===== src/rtl/counter_sync_pkg.sv =====
`default_nettype none
// +----------------------------------------------------------------------+
// | counter_sync_pkg : shared types for the counter rendezvous controller |
// | Rev 1.0                                                               |
// +----------------------------------------------------------------------+
package counter_sync_pkg;

    localparam int unsigned DEFAULT_WIDTH = 4;

    typedef enum logic [0:0] {
        IDLE = 1'b0,
        RUN  = 1'b1
    } ctrl_state_t;

    typedef enum logic [0:0] {
        COUNT = 1'b0,
        HOLD  = 1'b1
    } cnt_state_t;

endpackage
`default_nettype wire


===== src/rtl/counter_sync_ctrl_stop_counter.sv =====
`default_nettype none
// +----------------------------------------------------------------------+
// | stop_counter : wrapping counter that parks on either of two stops     |
// | Rev 1.0                                                               |
// +----------------------------------------------------------------------+
module stop_counter
    import counter_sync_pkg::*;
#(
    parameter int unsigned WIDTH = DEFAULT_WIDTH
) (
    input  logic             clk,
    input  logic             reset_n,
    input  logic             en_i,
    input  logic             clear_i,
    input  logic             release_i,
    input  logic [WIDTH-1:0] stop0_i,
    input  logic [WIDTH-1:0] stop1_i,
    output logic [WIDTH-1:0] value_o,
    output logic             held_o
);

    cnt_state_t       state_q, state_d;
    logic [WIDTH-1:0] value_q, value_d;
    logic [WIDTH-1:0] value_inc;

    always_comb begin
        value_inc = value_q + 1'b1;
        value_d   = value_q;
        state_d   = state_q;
        if (clear_i) begin
            value_d = '0;
            state_d = COUNT;
        end else if (en_i) begin
            case (state_q)
                COUNT: begin
                    value_d = value_inc;
                    // Compare the incremented value so the counter parks on the stop
                    if (value_inc == stop0_i || value_inc == stop1_i) begin
                        state_d = HOLD;
                    end
                end
                HOLD: begin
                    if (release_i) begin
                        state_d = COUNT;
                    end
                end
                default: state_d = COUNT;
            endcase
        end
    end

    always_ff @(posedge clk) begin
        if (!reset_n) begin
            value_q <= '0;
            state_q <= COUNT;
        end else begin
            value_q <= value_d;
            state_q <= state_d;
        end
    end

    assign value_o = value_q;
    assign held_o  = (state_q == HOLD);

endmodule
`default_nettype wire


===== src/rtl/counter_sync_ctrl.sv =====
`default_nettype none
// +----------------------------------------------------------------------+
// | counter_sync_ctrl : start/busy/done run control and rendezvous sum    |
// | Rev 1.0                                                               |
// +----------------------------------------------------------------------+
module counter_sync_ctrl
    import counter_sync_pkg::*;
#(
    parameter int unsigned WIDTH = DEFAULT_WIDTH
) (
    input  logic             clk,
    input  logic             reset_n,
    input  logic             start,
    input  logic [WIDTH-1:0] a_stop0,
    input  logic [WIDTH-1:0] a_stop1,
    input  logic [WIDTH-1:0] b_stop0,
    input  logic [WIDTH-1:0] b_stop1,
    input  logic [WIDTH-1:0] b_last,
    output logic [WIDTH-1:0] a,
    output logic [WIDTH-1:0] b,
    output logic [WIDTH-1:0] w,
    output logic             w_valid,
    output logic             busy,
    output logic             done
);

    ctrl_state_t      state_q, state_d;
    logic [WIDTH-1:0] a_stop0_q, a_stop1_q, b_stop0_q, b_stop1_q, b_last_q;
    logic [WIDTH-1:0] w_q;
    logic             w_valid_q, done_q;
    logic [WIDTH-1:0] a_val, b_val;
    logic             a_held, b_held;
    logic             run, start_acc, rendezvous, finish, rel;

    assign run        = (state_q == RUN);
    assign start_acc  = (state_q == IDLE) && start;
    assign rendezvous = run && a_held && b_held;
    assign finish     = rendezvous && (b_val == b_last_q);
    // The final rendezvous leaves both counters parked for inspection
    assign rel        = rendezvous && !finish;

    always_comb begin
        state_d = state_q;
        case (state_q)
            IDLE:    if (start) state_d = RUN;
            RUN:     if (finish) state_d = IDLE;
            default: state_d = IDLE;
        endcase
    end

    always_ff @(posedge clk) begin
        if (!reset_n) begin
            state_q   <= IDLE;
            a_stop0_q <= '0;
            a_stop1_q <= '0;
            b_stop0_q <= '0;
            b_stop1_q <= '0;
            b_last_q  <= '0;
            w_q       <= '0;
            w_valid_q <= 1'b0;
            done_q    <= 1'b0;
        end else begin
            state_q   <= state_d;
            w_valid_q <= rendezvous;
            done_q    <= finish;
            if (rendezvous) begin
                w_q <= a_val + b_val;
            end
            if (start_acc) begin
                a_stop0_q <= a_stop0;
                a_stop1_q <= a_stop1;
                b_stop0_q <= b_stop0;
                b_stop1_q <= b_stop1;
                b_last_q  <= b_last;
            end
        end
    end

    stop_counter #(.WIDTH(WIDTH)) u_cnt_a (
        .clk       (clk),
        .reset_n   (reset_n),
        .en_i      (run),
        .clear_i   (start_acc),
        .release_i (rel),
        .stop0_i   (a_stop0_q),
        .stop1_i   (a_stop1_q),
        .value_o   (a_val),
        .held_o    (a_held)
    );

    stop_counter #(.WIDTH(WIDTH)) u_cnt_b (
        .clk       (clk),
        .reset_n   (reset_n),
        .en_i      (run),
        .clear_i   (start_acc),
        .release_i (rel),
        .stop0_i   (b_stop0_q),
        .stop1_i   (b_stop1_q),
        .value_o   (b_val),
        .held_o    (b_held)
    );

    assign a       = a_val;
    assign b       = b_val;
    assign w       = w_q;
    assign w_valid = w_valid_q;
    assign busy    = run;
    assign done    = done_q;

endmodule
`default_nettype wire


===== config.mk =====
export PLATFORM = sky130hd
export DESIGN_NAME = counter_sync_ctrl
export DESIGN_NICKNAME = d
export VERILOG_FILES = /design/src/rtl/counter_sync_pkg.sv /design/src/rtl/counter_sync_ctrl_stop_counter.sv /design/src/rtl/counter_sync_ctrl.sv
export SDC_FILE = /design/constraint.sdc
export NUM_CORES = 1
export LEC_CHECK = 0
export CAP_MARGIN = 40
export CORE_MARGIN = 1.5
export CORE_UTILIZATION = 36
export CTS_BUF_LIST = sky130_fd_sc_hd__clkbuf_4 sky130_fd_sc_hd__clkbuf_8
export DETAILED_ROUTE_END_ITERATION = 8
export PLACE_DENSITY = 0.72
export SYNTH_ARGS = -nofsm -noshare
export SYNTH_HDL_FRONTEND = slang
export SYNTH_SLANG_ARGS = --single-unit

===== constraint.sdc =====
create_clock -name clk -period 3.1 [get_ports clk]
set_input_delay 0.465 -clock clk [delete_from_list [all_inputs] [get_ports clk]]
set_output_delay 0.465 -clock clk [all_outputs]
set_load 0.005 [all_outputs]

==> impl_metrics.py <==
metrics = {
    "clocking": {
        "cts_buffer_depth": 2,
        "ctsRootBufferMaster": "clkbuf_8",
        "post_cts_buffers": 0,
        "cts_resized": 0,
        "worstSkewPairLatency_ns": 0.29,
        "clkTransAtPathRegs_ns": 0.07,
        "ctsHoldBuffers": 0,
        "clock_sinks": 37,
        "htree_num_levels": 2,
        "cts_tree": "done",
        "cts-buffers-inserted": 5,
    },
    "sta": {
        "skew_ns": 0.005957,
        "finalMaxSlewViolations": 0,
        "worstMarginPinSlew_ns": 0.4696,
        "slew_headroom_pct": 68.63,
        "max_freq_ghz": 0.5247,
        "rsz0062_at_grt": "no",
        "fin_worst_hold_slack_ns": 0.4599,
        "finalCritPeriodShare_pct": 61.48,
        "tns_ns": 0,
        "setup_viol": 0,
        "min_period_ns": 1.906,
        "hold_violations": 0,
    },
    "routing": {
        "wl_met3_um": 189,
        "firstDrtPassIters": 4,
        "via_count": 1400,
        "ant_nets": 0,
        "drt_iter0_drc": 26,
        "drc": 0,
        "highest_layer": "met4",
        "wl_met1_um": 1639,
        "met2_wirelength_um": 1585,
        "drt-vias-per-instance": 4.590,
        "wire_per_inst_um": 11.43,
        "routed_wirelength_um": 3486,
    },
    "yosys": {
        "ys_seq_elements": 37,
        "synth_top_cell_area_share_pct": 41.69,
        "synth_area_leader_cell": "dfxtp_1",
        "ys_types": 32,
        "yosys_warnings": 0,
        "postSynth.topFlopCell": "dfxtp_1",
        "yosysMostFrequentCell": "nand2_1",
        "synth_edf_count": 0,
        "synth_nets": 231,
        "yosysSeqAreaShare_pct": 41.69,
        "ys_async_sr_fraction_pct": 0,
        "synth_area_sq_um": 1777,
        "yosys-top-cells-area": "dfxtp_1 (42%), nand2_1 (9.9%), xnor2_1 (7.4%)",
        "synth_cells": 202,
        "synth_commonest_cells": "nand2_1 (47), dfxtp_1 (37), a21oi_1 (25)",
        "avgSynthCellArea_sq_um": 8.796,
    },
    "layout": {
        "diodes": 0,
        "fin_nets": 267,
        "drive_above_1_share_pct": 5.882,
        "design_area_sq_um": 2278,
        "syn2layout_area_growth_pct": 28.24,
        "fin_cells": 305,
    },
    "placement": {
        "place_congestion": 0.7734,
        "numPortBuffers": 37,
        "dp.cells": 298,
        "dp_hpwl_um": 2598,
        "dpl-instance-area_sq_um": 2188,
    },
    "status": {
        "outcome": "finished clean",
    },
    "grt": {
        "grt_max_degree": 26,
        "first_global_vias": 1286,
        "grt_overflow": 0,
        "grt_pass1_wl_um": 5837,
        "grt.total_usage_pct": 14.61,
        "grt_antenna_before_repair": 0,
    },
    "worst_setup_path": {
        "cp-startpoint": "u_cnt_b.value_o[0]$_SDFFE_PP0P_",
        "slowest_delay_ns": 0.58,
        "worstPathRequired_ns": 2.63,
        "worstPathBufferInverterCount": 1,
        "slowest_stage": "clkdlybuf4s50_1",
        "worstPathMaxFanout": 8,
        "r2r-start": "u_cnt_b.value_o[0]$_SDFFE_PP0P_",
        "cp.arrival_ns": 1.44,
        "worstPathCellList": "clkdlybuf4s50_1",
        "cp-start-kind": "flip-flop",
        "critical_path_class": "flip-flop to output port",
        "r2r_end": "w[2]$_SDFFE_PN0P_",
        "reg2reg_slack_ns": 1.45,
        "cp-end-kind": "output port",
        "path_delay_family": "buffers and inverters",
        "reg2regPathDepth": 6,
    },
    "floorplan": {
        "core-area_sq_um": 4723,
        "core.rowCount": 25,
        "fp.dieArea_sq_um": 5366,
        "die_h_um": 73.25,
        "die_w_um": 73.25,
        "ios": 38,
        "start_util_pct": 37.62,
    },
    "pwr": {
        "power_frac_clock_pct": 35.0,
        "p_seq_share_pct": 51.4,
        "pwr_density_cell_nw_per_um2": 441.0,
        "power_frac_comb_pct": 13.6,
        "switchingPower_uw": 249.2,
        "p_int_uw": 755.5,
        "ir_drop_v": 0.0002744,
        "p_leak_uw": 0.0008752,
        "sw_frac_of_total_pct": 24.80,
        "p_total_uw": 1005,
    },
    "min_path": {
        "worstHoldStart": "w[2]$_SDFFE_PN0P_",
        "holdPathEnd": "w[2]$_SDFFE_PN0P_",
        "worstHoldPathCells": 2,
        "hp-class": "flip-flop to flip-flop",
    },
    "flow_run": {
        "maxCapViolCount": 0,
    },
}
## routing by layer
layer | vias up | global-route usage (%)
li1 | 726 | -
met1 | 629 | 17.81
met4 | 0 | 6.709
met3 | 9 | 5.350
met2 | 36 | 22.93
met5 | - | 0
## how the worst max path moves through the flow
stage,to,cells after the start,slack (ns)
3_5_place_dp,u_cnt_a.held_o$_SDFFE_PP0P_,5,1.29
4_1_cts,b[0],1,1.18
2_1_floorplan,w[2]$_SDFFE_PN0P_,6,1.67
3_3_place_gp,u_cnt_a.held_o$_SDFFE_PP0P_,5,1.32
5_1_grt,b[0],1,1.14
6_report,b[0],1,1.19
## cells in the final DEF, fill, tap and decap left out, types with 2 or more instances in the layout
cell type | netlist | routed
inv_1 | 3 | 3
o22ai_1 | 2 | 2
nand3_1 | 3 | 3
clkbuf_8 | 0 | 6
buf_4 | 0 | 2
nor2_1 | 15 | 15
xor2_1 | 14 | 14
ha_1 | 5 | 5
xnor2_1 | 15 | 15
clkdlybuf4s50_1 | 0 | 37
and3_1 | 2 | 2
o21ai_0 | 2 | 2
a211oi_1 | 2 | 2
dfxtp_1 | 37 | 37
a21oi_1 | 25 | 25
nor2b_1 | 3 | 3
nand2b_1 | 2 | 2
nand2_1 | 47 | 47
xnor3_1 | 2 | 2
## power by group through the flow
stage	registers, uW	logic, uW	clock network (uW)
3_5_place_dp	528	138	0
6_report	516	137	352
3_3_place_gp	527	136	0
5_1_grt	519	155	375
2_1_floorplan	521	88.2	0
4_1_cts	517	139	358
## flip-flops by register name (all words and copies together) (netlist names)
signal / count
b_stop0_q: 4
b_last_q: 4
a_stop1_q: 4
u_cnt_b.value_o: 4
w: 4
u_cnt_a.value_o: 4
u_cnt_a.held_o: 1
done: 1
u_cnt_b.held_o: 1
b_stop1_q: 4
a_stop0_q: 4
w_valid: 1
busy: 1
## area by class of cell
| class | instances | area, sq um |
|---|---|---|
| fillers | 461 | 2445 |
| multi-input cells | 151 | 963.4 |
| flip-flops and latches | 37 | 740.7 |
| repair buffers | 39 | 385.4 |
| clock buffers | 7 | 90.09 |
| well taps | 67 | 83.83 |
| inverters | 4 | 15.01 |
## cell families after synthesis
| kind of cell | Yosys count | share of synthesized area (%) |
|---|---|---|
| simple gates | 76 | 18.66 |
| flops | 37 | 41.69 |
| compound gates | 35 | 11.27 |
| xor+xnor | 33 | 19.08 |
| buf+inv | 14 | 4.084 |
| fa+ha+maj | 6 | 4.648 |
| mux | 1 | 0.5634 |
## through the flow
stage	util [%]	setup WS, ns
final	48.24	1.194
after global routing	48.24	1.135
after CTS	48.24	1.182
after detailed placement	46.33	1.286
after global placement	46.33	1.323
after floorplan	-	1.666
## worst reg2reg max path, cell delays in order, from the launching register on
cell     delay [ns]
dfxtp_1        0.57
ha_1           0.25
inv_1          0.05
fa_1           0.37
xnor2_1        0.14
nand2_1        0.06
a21oi_1        0.14
Note: power is estimated with default switching activity, not from simulation.
